[src/rtl/hazard_control_unit.sv]
// Hazard controller for the 5-stage MIPS core: load-use and unforwardable branch/jr
// stalls, taken-transfer flush, HALT drain sequencing and a saturating stall counter.
module hazard_control_unit #(
    parameter int NB_REG_ADDR  = 5,
    parameter int NB_CNT       = 16,
    parameter int DRAIN_CYCLES = 3
) (
    input  logic                   i_clock,
    input  logic                   i_reset,
    input  logic                   i_valid,
    input  logic [NB_REG_ADDR-1:0] i_rs,
    input  logic [NB_REG_ADDR-1:0] i_rt,
    input  logic                   i_use_rs,
    input  logic                   i_use_rt,
    input  logic                   i_branch_id,
    input  logic                   i_jump_rs_id,
    input  logic                   i_taken,
    input  logic                   i_halt_id,
    input  logic                   i_mem_read_ex,
    input  logic                   i_we_ex,
    input  logic [NB_REG_ADDR-1:0] i_rd_ex,
    input  logic                   i_mem_read_mem,
    input  logic [NB_REG_ADDR-1:0] i_rd_mem,
    output logic                   o_pc_we,
    output logic                   o_ifid_we,
    output logic                   o_ifid_flush,
    output logic                   o_idex_bubble,
    output logic                   o_halted,
    output logic [NB_CNT-1:0]      o_stall_count
);

    localparam int NB_DRAIN = $clog2(DRAIN_CYCLES + 1);
    localparam logic [NB_CNT-1:0]   CNT_ONE    = NB_CNT'(1);
    localparam logic [NB_CNT-1:0]   CNT_MAX    = '1;
    localparam logic [NB_DRAIN-1:0] DRAIN_ONE  = NB_DRAIN'(1);
    localparam logic [NB_DRAIN-1:0] DRAIN_LOAD = NB_DRAIN'(DRAIN_CYCLES - 1);

    typedef enum logic [1:0] {RUN, DRAIN, HALTED} state_t;

    state_t                state_q, state_d;
    logic [NB_DRAIN-1:0]   drain_q, drain_d;
    logic [NB_CNT-1:0]     cnt_q, cnt_d;

    logic m_ex_a, m_ex_b, m_mem_a, m_mem_b;
    logic load_use, ctrl_ex, ctrl_mem, stall;

    // Register 0 is hardwired, so a zero destination never creates a dependency
    assign m_ex_a   = i_use_rs & (i_rs == i_rd_ex)  & (i_rd_ex  != '0);
    assign m_ex_b   = i_use_rt & (i_rt == i_rd_ex)  & (i_rd_ex  != '0);
    assign m_mem_a  = i_use_rs & (i_rs == i_rd_mem) & (i_rd_mem != '0);
    assign m_mem_b  = i_use_rt & (i_rt == i_rd_mem) & (i_rd_mem != '0);

    assign load_use = i_mem_read_ex & (m_ex_a | m_ex_b);
    // ID-stage compare only sees MEM/WB forwarding, so any EX producer must wait
    assign ctrl_ex  = (i_branch_id & i_we_ex & (m_ex_a | m_ex_b)) |
                      (i_jump_rs_id & i_we_ex & m_ex_a);
    assign ctrl_mem = i_mem_read_mem & ((i_branch_id & (m_mem_a | m_mem_b)) |
                                        (i_jump_rs_id & m_mem_a));
    assign stall    = load_use | ctrl_ex | ctrl_mem;

    always_ff @(posedge i_clock) begin
        if (i_reset) begin
            state_q <= RUN;
            drain_q <= '0;
            cnt_q   <= '0;
        end else begin
            state_q <= state_d;
            drain_q <= drain_d;
            cnt_q   <= cnt_d;
        end
    end

    always_comb begin
        state_d       = state_q;
        drain_d       = drain_q;
        cnt_d         = cnt_q;
        o_pc_we       = 1'b0;
        o_ifid_we     = 1'b0;
        o_ifid_flush  = 1'b0;
        o_idex_bubble = 1'b0;
        o_halted      = (state_q == HALTED) & ~i_reset;
        if (!i_reset && i_valid) begin
            case (state_q)
                RUN: begin
                    if (stall) begin
                        o_idex_bubble = 1'b1;
                        if (cnt_q != CNT_MAX)
                            cnt_d = cnt_q + CNT_ONE;
                    end else if (i_halt_id) begin
                        o_idex_bubble = 1'b1;
                        drain_d       = DRAIN_LOAD;
                        state_d       = DRAIN;
                    end else begin
                        o_pc_we      = 1'b1;
                        o_ifid_we    = 1'b1;
                        o_ifid_flush = i_taken;
                    end
                end
                DRAIN: begin
                    o_idex_bubble = 1'b1;
                    if (drain_q == '0)
                        state_d = HALTED;
                    else
                        drain_d = drain_q - DRAIN_ONE;
                end
                HALTED: begin
                    o_idex_bubble = 1'b1;
                end
                default: begin
                    state_d = RUN;
                end
            endcase
        end
    end

    assign o_stall_count = i_reset ? '0 : cnt_q;

endmodule
[config.mk]
export PLATFORM = sky130hd
export DESIGN_NAME = hazard_control_unit
export DESIGN_NICKNAME = d
export VERILOG_FILES = /design/src/rtl/hazard_control_unit.sv
export SDC_FILE = /design/constraint.sdc
export NUM_CORES = 1
export LEC_CHECK = 0
export BUFFER_PORTS_ARGS = -buffer_cell sky130_fd_sc_hd__buf_4
export CAP_MARGIN = 15
export CORE_MARGIN = 2
export CORE_UTILIZATION = 47
export CTS_BUF_LIST = sky130_fd_sc_hd__clkbuf_8
export CTS_CLUSTER_DIAMETER = 60
export DETAILED_ROUTE_END_ITERATION = 10
export GPL_TIMING_DRIVEN = 0
export PLACE_DENSITY = 0.81
export SYNTH_ARGS = -nofsm -noshare
export SYNTH_HDL_FRONTEND = slang
export SYNTH_SLANG_ARGS = --single-unit
[constraint.sdc]
create_clock -name i_clock -period 2.05 [get_ports i_clock]
set_input_delay 0.41 -clock i_clock [delete_from_list [all_inputs] [get_ports i_clock]]
set_output_delay 0.41 -clock i_clock [all_outputs]
set_load 0.02 [all_outputs]
## Yosys cells after proc, flatten, opt, wreduce, memory -nomap -nowiden

Cells that the tools add are included.

| storage, ports and cells | value |
|---|---|
| input port bits | 32 |
| output and inout port bits | 21 |
| bits in registers | 20 |
| word-level logic and storage cells | 73 |

| operators by class | value |
|---|---|
| bitwise logic cells | 25 |
| reductions and logical operators | 11 |
| mux-type cells | 21 |
| equality and inequality tests | 11 |
| add/subtract/negate cells | 2 |

Operator list:

| cell | number |
|---|---|
| == test 5 bit | 4 |
| bitwise AND 1 bit | 17 |
| adder 16 x 1 -> 16 bit, second input constant | 1 |
| two-way mux 16 bit | 1 |
| inequality test 16 bit, second input constant | 1 |
| two-way mux 2 bit | 6 |
| two-way mux 1 bit | 11 |
| AND reduction 5 bit | 2 |
| nonzero test 5 bit | 2 |
| inequality test 2 bit, second input constant | 4 |
| bitwise OR 1 bit | 6 |
| one-hot mux 2 bit (3 select lines) | 1 |
| zero test 2 bit | 2 |
| one-hot mux 2 bit (2 select lines) | 1 |
| AND reduction 4 bit | 1 |
| == test 2 x 1 -> 1 bit, second input constant | 1 |
| == test 2 bit, second input constant | 1 |
| NOT 1 bit | 2 |
| one-hot mux 1 bit (2 select lines) | 1 |
| nonzero test 2 bit | 1 |
| OR reduction 2 bit | 1 |
| subtractor 2 x 1 -> 2 bit, second input constant | 1 |
| logical AND 1 bit | 1 |
| zero test 1 bit | 1 |

## Longest topological paths before layout

Gate-level depths: netlist (run 1).

| logic depth | value |
|---|---|
| depth in word-level cells | 11 |
| gate-level depth with buffers | 8 |
| gate-level depth less buffers | 7 |

## Worst setup path before layout (run 1)

Ideal clock, no wire load.

| timing path | value |
|---|---|
| kind | input to output |
| start | input port i_rd_ex[1] |
| end | output port o_ifid_flush |
| buffers on the path | 0 |
| arrival | 2294 ps |
| cell stages on the path | 5 |
| slack | -654 ps |
| data required time | 1640 ps |
| cell sequence | or4_1 o22a_1 o2bb2ai_1 nor3_1 and2_1 |

| on the way | value |
|---|---|
| cells in the longest elaborated chain, start to end | 11 |
| elaborated cells on any way between the ends | 17 |
| those cells by class | eq/ne (2); mux (3); bitwise (11); reduce/logical (1) |

Ends and longest elaborated chain:

| element | line | source |
|---|---|---|
| start: declaration | 21 | `input logic [NB_REG_ADDR-1:0] i_rd_ex,` |
| == test 5 bit (on tied branches) | 48, 49 |  |
| bitwise AND 1 bit (on tied branches) (2 in a row) | 48, 49 |  |
| bitwise OR 1 bit | 53, 55 |  |
| bitwise AND 1 bit | 55 | `assign ctrl_ex = (i_branch_id & i_we_ex & (m_ex_a \| m_ex_b)) \|` |
| bitwise OR 1 bit | 55 |  |
| bitwise OR 1 bit (*) (2 in a row) | 59 | `assign stall = load_use \| ctrl_ex \| ctrl_mem;` |
| two-way mux 1 bit (*) | 85 | `if (stall) begin` |
| two-way mux 1 bit (*) | 83 | `case (state_q)` |
| two-way mux 1 bit (*) | 82 | `if (!i_reset && i_valid) begin` |
| end: declaration | 26 | `output logic o_ifid_flush,` |

Mark *: on every way between the ends. The rest lies on a longest branch, timed or not.

## Worst setup path after layout (run 1)

| timing path | value |
|---|---|
| start | input port i_rd_ex[4] |
| end | output port o_ifid_flush |

Same word-level chain as after synthesis.

==> results of run 1 <==
## what timing repair did
action	CTS	global route
pin swaps	9	4
cloned	1	0
setup buffers	6	5
endpoints found under the setup margin	20	21
resized for setup	31	8
## cell families after synthesis
| group | share of synthesized area (%) |
|---|---|
| xor+xnor | 11.2 |
| buf+inv | 5.53 |
| fa+ha+maj | 5.61 |
| compound gates | 11.6 |
| mux | 7.78 |
| simple gates | 32.6 |
| flops | 25.7 |
## layout by cell type (no fill, tap or decap), drive strengths merged, types with 6 or more instances in the layout
| cell type | instances |
|---|---|
| xor2 | 10 |
| ha | 7 |
| buf | 69 |
| nand2 | 13 |
| clkbuf | 6 |
| inv | 10 |
| mux2 | 9 |
| nor4 | 10 |
| nor3 | 7 |
| or4 | 6 |
| nand4 | 6 |
| nor2b | 16 |
| xnor2 | 10 |
| dfxtp | 20 |
| a21oi | 10 |
| nor2 | 15 |
## layout make-up
type	count	area share, %
multi-input combinational	158	53.8
timing repair buffer	64	20.8
sequential	20	16.6
tap	44	2.28
buffer	8	1.97
clock buffer	3	1.71
inverter	10	1.55
clock inverter	1	1.24
## cell usage after synthesis, types with 2 or more instances
cell type and count:
nor3_1 7, mux2i_1 2, nand2_1 13, nor2_1 15, nand3_1 4, mux2_2 8, buf_2 3, a21oi_1 10
o31ai_1 4, and4_1 3, or4_1 6, buf_4 2, nand2b_1 3, nand4_1 6, or3_1 2, inv_1 10
a211oi_1 2, nor2b_1 16, dfxtp_1 20, ha_1 7, nor4_1 10, xor2_1 10, clkbuf_1 4, o21ai_0 4
xnor2_1 10, and3_1 4
## metrics by stage
step                total power, uW  hold WS [ps]  area [um2]  cells
finish                         1280           485        2410    308
global route                   1350           481        2410    308
CTS                            1240           486        2330    303
detailed placement              785           477        2080    294
global placement                775           463        2080    294
floorplan                       655           452        1640    198
## critical path: cells and delay by family
kind / cells / cell delay, ps
AO/OA/AOI/OAI: 2 / 420
AND/OR/NAND/NOR: 3 / 940
buffers and inverters: 2 / 190
## report_power, final
part,total [uW],internal [uW],switching (uW)
Clock,405,261,144
Combinational,459,215,244
Sequential,418,405,12.8
Total,1280,881,401
## layer usage
layer | wire [um] | track usage, % | up-vias | share of wire [%]
met4 | 125 | 6.69 | 0 | 2.6
met3 | 238 | 3.15 | 12 | 4.9
met5 | 0 | 0 | - | 0
met2 | 2540 | 44.2 | 60 | 52
li1 | - | - | 836 | -
met1 | 1980 | 31.4 | 816 | 41
## path summary, 6_finish.rpt
check / from / to / cells past startpoint
min: drain_q[0]$_SDFFE_PP0P_ / drain_q[0]$_SDFFE_PP0P_ / 2
max: i_rd_ex[4] / o_ifid_flush / 7
max reg2reg: cnt_q[4]$_SDFFE_PP0P_ / cnt_q[7]$_SDFFE_PP0P_ / 7
min reg2reg: drain_q[0]$_SDFFE_PP0P_ / drain_q[0]$_SDFFE_PP0P_ / 2
## state kept, by name (all words and copies together) (netlist names)
register,cells
cnt_q,16
drain_q,2
state_q,2
==> summary.txt, run 1 <==
Floorplan
  – Boundary pin count: 53
  – Die Y: 61.6 um
  – Die area: 3800 um2
  – Die span in x: 61.6 um
  – Starting Density: 50.3%
  – Core ar.: 3100 um2
  – Row Count: 20

Global route
  – Initial antenna violation count: 0
  – Largest net degree at the start of global routing: 13
  – First-pass GRT wire length: 7170 um
  – Number of global-route vias before repair: 1632
  – Total grt overflow: 0
  – GRT Total Usage: 24.9%

CTS
  – Hold bufs inserted after CTS: 0
  – # H-tree levels: 1
  – CTS tree: built
  – Clk pin slew, worst setup/hold paths: 80 ps
  – CTS Sinks: 20
  – TritonCTS Buffers: 3
  – Clk_lat worst skew: 260 ps
  – Clock buffer depth: 2
  – Clock root buffer: clkbuf_8

Synth
  – Ys flop type: dfxtp_1
  – Post-synthesis sequential area ratio: 25.7%
  – Distinct cells, synth: 39
  – Post-synth ARST share: 0%
  – Mapped Nets: 237
  – Yosys reg bits: 20
  – Synth area leader: dfxtp_1
  – Total number of yosys warnings: 0
  – Avg Inst Size Synth: 7.88 um2
  – Syn Inst Count: 198
  – Post-synth EDFFs: 0
  – Top cells by area, synth: dfxtp_1 26%, nor2b_1 6.4%, mux2_2 5.8%
  – Mapped cell area: 1560 um2
  – Share of the synthesized area in the top cell type: 25.7%

Setup path
  – Critical Path Fanout Max: 4
  – Critical path class: primary input to output port
  – Crit path arrival time: 1970 ps
  – CP required: 1640 ps
  – CP max-delay cell: or4_4
  – Setup crit end kind: output port
  – Flop2flop setup slack: 10 ps
  – Critical-path cell list: buf_8 -> or4_4 -> o22a_4 -> o2bb2ai_4 -> nor3_4 -> and2_4 -> buf_6
  – CP startpoint kind: primary input
  – Worst path max stage delay: 540 ps

Route
  – Post-DRT Antenna Nets: 0
  – Final WL: 4880 um
  – Initial DRC Count: 136
  – Drt wl/cell: 15.8 um
  – Via count: 1724
  – DR DRC count: 0
  – Via-to-Cell Ratio: 5.60
  – Drt first pass iters: 4

STA
  – Slew @ Worst Pin: 523 ps
  – RSZ-0062 raised after global routing: yes
  – Tmin final: 2380 ps
  – Slew HR: 65.2%
  – Setup violators final: 21
  – Worst setup margin: -333 ps
  – Slew Viols, Final: 0
  – Tcrit/Tclk final: 116%
  – Max frequency: 420 MHz
  – Setup TNS: -3440 ps
  – Worst Skew: 3.24 ps
  – Final hold violations: 0

Layout
  – Final Util: 77.8%
  – Nets: 304
  – P&R area growth vs syn: 54.8%
  – Register area: 400 um2
  – Diode count: 0
  – Multi-input logic area: 1300 um2
  – Layout fillers: 214
  – Layout cells sized above 1: 42.4%

Run status
  – Status: finished with violations
  – Failing checks: negative setup slack

Place
  – Hpwl dp: 3090 um
  – Dpl ws: -475 ps
  – Routability cong.: 0.861
  – IO buf count: 52

Worst hold path
  – Hold Path Class: flip-flop to flip-flop

Flow run
  – Max Cap Viol: 0

Power
  – PD cells: 531 nW/um2
  – Peak supply drop: 0.000278 V
  – LEAKAGE: 0.00100 uW
No activity file was read; power rests on OpenSTA's default activity.
==> run 2: changes to the inputs <==
- CORE_UTILIZATION: 47 -> 45
- CTS_BUF_LIST: sky130_fd_sc_hd__clkbuf_8 -> default
- CTS_CLUSTER_DIAMETER: 60 -> 120
- PLACE_DENSITY: 0.81 -> 0.79
- TNS_END_PERCENT: default -> 20
==> run 2 against run 1 <==
  * Combinational power decreased by 8.5%
  * Largest cell class unchanged
  * Register-to-register slack got worse by 20 ps
  * Largest power group unchanged
  * First-iteration DRC count increased by 1.5%
  * The run still ends with negative setup slack left
==> summary.txt, run 2 (synthesized netlist as in run 1, its figures left out) <==
Global route
  – Initial antenna violation count: 0
  – First-pass GRT wire length: 7070 um
  – GRT Total Usage: 21.6%
  – Total grt overflow: 0
  – Largest net degree at the start of global routing: 13
  – Number of global-route vias before repair: 1681

Run status
  – Status: finished with violations
  – Failing checks: negative setup slack

Layout
  – Diode count: 0
  – Max reg flops: 16
  – Commonest non-fill, non-tap cell in the layout: buf_4
  – P&R area growth vs syn: 47.0%
  – Final Util: 68.7%
  – Layout cells sized above 1: 40.5%
  – Nets: 299
  – Largest Register: cnt_q
  – Top Registers: cnt_q: 16 flops, drain_q: 2 flops, state_q: 2 flops
  – Most frequent cells in the layout: 56 x buf_4, 16 x nor2b_1, 16 x dfxtp_1

Route
  – Via count: 1678
  – Drt first pass iters: 4
  – Initial DRC Count: 138
  – Via-to-Cell Ratio: 5.50
  – Drt wl/cell: 14.1 um
  – DR DRC count: 0
  – Post-DRT Antenna Nets: 0
  – Final WL: 4300 um

Setup path
  – Critical Path Fanout Max: 3
  – Crit path arrival time: 1930 ps
  – Setup crit end kind: output port
  – CP required: 1640 ps
  – Flop2flop setup slack: -10 ps
  – CP startpoint kind: primary input
  – Critical path class: primary input to output port

Floorplan
  – Core ar.: 3340 um2
  – Boundary pin count: 53
  – Starting Density: 46.8%
  – Die span in x: 62.9 um
  – Die Y: 62.9 um
  – Row Count: 21
  – Die area: 3950 um2

CTS
  – CTS tree: built
  – CTS Sinks: 20
  – Clock root buffer: clkbuf_4
  – Clk_lat worst skew: 310 ps
  – Clock buffer depth: 2
  – Clk pin slew, worst setup/hold paths: 130 ps
  – # H-tree levels: 1
  – TritonCTS Buffers: 3

Power
  – PD cells: 514 nW/um2
  – Switching power: 381 uW
  – Switching Fraction: 32.3%
  – Peak supply drop: 0.000265 V
  – Pint: 798 uW
  – Clk pwr share: 28.8%
  – Comb power frac: 35.6%
  – Reg power frac: 35.5%
  – LEAKAGE: 0.000925 uW

STA
  – Slew @ Worst Pin: 520 ps
  – RSZ-0062 raised after global routing: yes
  – Setup violators final: 14
  – Slew Viols, Final: 0
  – Worst Skew: 0.871 ps
  – Max frequency: 427 MHz
  – Tmin final: 2340 ps
  – Slew HR: 65.3%
  – Tcrit/Tclk final: 114%
  – Setup TNS: -1260 ps
  – Final hold violations: 0
  – Worst setup margin: -290 ps

Flow run
  – Max Cap Viol: 0

Place
  – Hpwl dp: 3010 um
  – IO buf count: 52
  – Routability cong.: 0.875
  – Dpl ws: -516 ps

Worst hold path
  – Hold Path Class: primary input to flip-flop
==> run 2: final cells by class <==
class                   count  area (um2)
multi-input cells         158        1230
fillers                   270        1040
repair buffers             57         447
flip-flops and latches     20         405
plain buffers              10        61.3
well taps                  46        57.6
inverters                  10        37.5
clock inverters             1        30.0
clock buffers               3        22.5
==> run 2: power by group through the flow <==
stage	logic [uW]	clock network, uW	registers [uW]
2_1_floorplan	224	0	423
3_3_place_gp	342	0	426
3_5_place_dp	353	0	426
4_1_cts	404	334	419
5_1_grt	469	346	421
6_report	420	340	419
==> run 2: worst paths after layout <==
kind	start	end	depth (start not counted)
max	i_rd_ex[4]	o_ifid_flush	7
min	i_valid	drain_q[1]$_SDFFE_PP0P_	3
max reg2reg	cnt_q[0]$_SDFFE_PP0P_	cnt_q[5]$_SDFFE_PP0P_	8
min reg2reg	drain_q[0]$_SDFFE_PP0P_	drain_q[0]$_SDFFE_PP0P_	2
==> run 2: per-layer routing <==
| metal | track usage [%] | share of wire [%] | wire [um] |
|---|---|---|---|
| met5 | 0 | 0 | 0 |
| met4 | 7.22 | 1.7 | 75 |
| met3 | 2.52 | 5.3 | 228 |
| met2 | 39.5 | 51 | 2190 |
| met1 | 25.8 | 42 | 1800 |
==> run 2: metrics by stage <==
step	total power (uW)	cells	hold WS, ps	instance area, um2
floorplan	648	198	452	1590
global placement	768	296	464	2030
detailed placement	779	296	477	2030
CTS	1160	304	433	2250
global route	1240	305	468	2290
finish	1180	305	446	2290
==> run 2: worst max-delay path: stages <==
cell	delay [ps]
buf_8	100
or4_4	510
o22a_1	260
o2bb2ai_4	160
nor3_4	210
and2_4	180
buf_6	110
==> run 2: repair_timing <==
| item | CTS | global route |
|---|---|---|
| buffers inserted | 4 | 1 |
| resized for setup | 32 | 9 |
| setup endpoints to repair | 19 | 18 |
| hold buffers | 0 | 0 |
| pin swaps | 9 | 1 |
==> run 3: changes to the inputs <==
- PLACE_DENSITY: 0.79 -> 0.83
==> run 3 against run 2 <==
  * The flow still finishes with violations (negative setup slack)
  * Sequential cell count is the same
  * Clock power shrank 29%
  * Register-to-register slack is essentially flat
  * Non-clock buffer count shrank 2
  * Combinational power is essentially flat
  * Die area is the same
  * Via count shrank 0.30%
  * Sequential power is essentially flat
  * Clock skew grew 1.9 ps
  * Wire length grew 1.3%
  * First-iteration DRC count shrank 27%
  * Maximum frequency shrank 0.58%
  * Critical path type unchanged
==> summary.txt, run 3 (synthesized netlist as in run 1, its figures left out) <==
CTS
  – TritonCTS Buffers: 3
  – CTS Sinks: 20
  – CTS tree: built
  – Clk pin slew, worst setup/hold paths: 120 ps
  – Hold bufs inserted after CTS: 0
  – Clock buffer depth: 2
  – Clock root buffer: clkbuf_4
  – Clk_lat worst skew: 310 ps
  – # H-tree levels: 1

Power
  – Comb power frac: 38.8%
  – Reg power frac: 38.9%
  – Clk pwr share: 22.3%
  – Total power: 1080 uW
  – Switching power: 375 uW
  – PD cells: 473 nW/um2
  – Pint: 708 uW
  – Peak supply drop: 0.000171 V
  – LEAKAGE: 0.000911 uW
  – Switching Fraction: 34.7%

Setup path
  – CP required: 1640 ps
  – Crit path from: i_rd_ex[4]
  – Flop2flop setup slack: -10 ps
  – Setup crit end kind: output port
  – Reg2reg start: cnt_q[0]$_SDFFE_PP0P_
  – Crit path arrival time: 1940 ps
  – Critical path class: primary input to output port
  – Critical Path Fanout Max: 3
  – CP startpoint kind: primary input

Route
  – Initial DRC Count: 101
  – Drt wl/cell: 14.4 um
  – Post-DRT Antenna Nets: 0
  – Via-to-Cell Ratio: 5.52
  – Final WL: 4360 um
  – Via count: 1673
  – Drt first pass iters: 4
  – DR DRC count: 0

Floorplan
  – Boundary pin count: 53
  – Starting Density: 46.8%
  – Die Y: 62.9 um
  – Core ar.: 3340 um2
  – Die area: 3950 um2
  – Row Count: 21
  – Die span in x: 62.9 um

Global route
  – Largest net degree at the start of global routing: 12
  – Number of global-route vias before repair: 1613
  – First-pass GRT wire length: 7020 um
  – Total grt overflow: 0
  – Initial antenna violation count: 0
  – GRT Total Usage: 21.6%

Place
  – IO buf count: 52
  – Dpl ws: -487 ps
  – DP Cell Count: 296
  – Hpwl dp: 2920 um
  – Routability cong.: 0.839

STA
  – Slew Viols, Final: 0
  – Setup violators final: 6
  – Worst Skew: 2.76 ps
  – Final hold violations: 0
  – Setup TNS: -1080 ps
  – Tmin final: 2350 ps
  – Max frequency: 425 MHz
  – RSZ-0062 raised after global routing: yes
  – Worst setup margin: -303 ps
  – Slew @ Worst Pin: 457 ps
  – Slew HR: 69.3%
  – Tcrit/Tclk final: 115%

Layout
  – Most frequent cells in the layout: 54 x buf_4, 16 x nor2b_1, 15 x nor2_1
  – Top Registers: cnt_q: 16 flops, drain_q: 2 flops, state_q: 2 flops
  – Commonest non-fill, non-tap cell in the layout: buf_4
  – Max reg flops: 16
  – Layout cells sized above 1: 42.0%
  – Diode count: 0
  – P&R area growth vs syn: 46.8%
  – Largest Register: cnt_q
  – Nets: 297
  – Final Non-Filler Cells: 303

Worst hold path
  – Hold path start: i_valid
  – Hold Path Class: primary input to flip-flop

Run status
  – Failing checks: negative setup slack
  – Status: finished with violations

Flow run
  – Max Cap Viol: 0
-- run 3: per-layer routing --
metal	track usage [%]	wire length, um	part of all wire (%)
met1	26.3	1810	42
met2	38.8	2220	51
met3	2.52	233	5.4
met4	7.50	86	2.0
met5	0	0	0
-- run 3: worst max-delay path, stage by stage --
cell and delay, ps:
buf_8 100, or4_4 530, o22a_1 270, o2bb2ai_4 150
nor3_4 210, and2_4 170, buf_6 110
-- run 3: per-stage QoR --
| step | utilization [%] | hold slack [ps] | instance area [um2] |
|---|---|---|---|
| after global placement | 60.9 | 461 | 2030 |
| after detailed placement | 60.9 | 478 | 2030 |
| after global routing | 68.6 | 491 | 2290 |
| after floorplan | - | 452 | 1590 |
| final | 68.6 | 478 | 2290 |
| after CTS | 66.6 | 439 | 2220 |
-- run 3: final cells by class --
cell class                      count  area (um2)
Buffer                             10        63.8
Fill cell                         264        1050
Inverter                           10        37.5
Sequential cell                    20         408
Clock buffer                        4        36.3
Timing Repair Buffer               55         432
Tap cell                           46        57.6
Multi-Input combinational cell    158        1250
-- run 3: final timing paths --
check | end | depth (start not counted)
min | drain_q[1]$_SDFFE_PP0P_ | 3
max | o_ifid_flush | 7
max reg2reg | cnt_q[9]$_SDFFE_PP0P_ | 8
min reg2reg | drain_q[0]$_SDFFE_PP0P_ | 2
-- run 3: timing repair --
item,4_1_cts,5_1_grt
pin swaps,7,1
endpoints found under the setup margin,16,19
setup buffers,3,0
gates resized for setup,30,19
-- run 3: power by group through the flow --
stage / clock network [uW] / logic (uW) / registers [uW]
finish: 242 / 420 / 421
global route: 259 / 460 / 423
CTS: 241 / 398 / 420
detailed placement: 0 / 349 / 427
global placement: 0 / 341 / 426
floorplan: 0 / 224 / 423
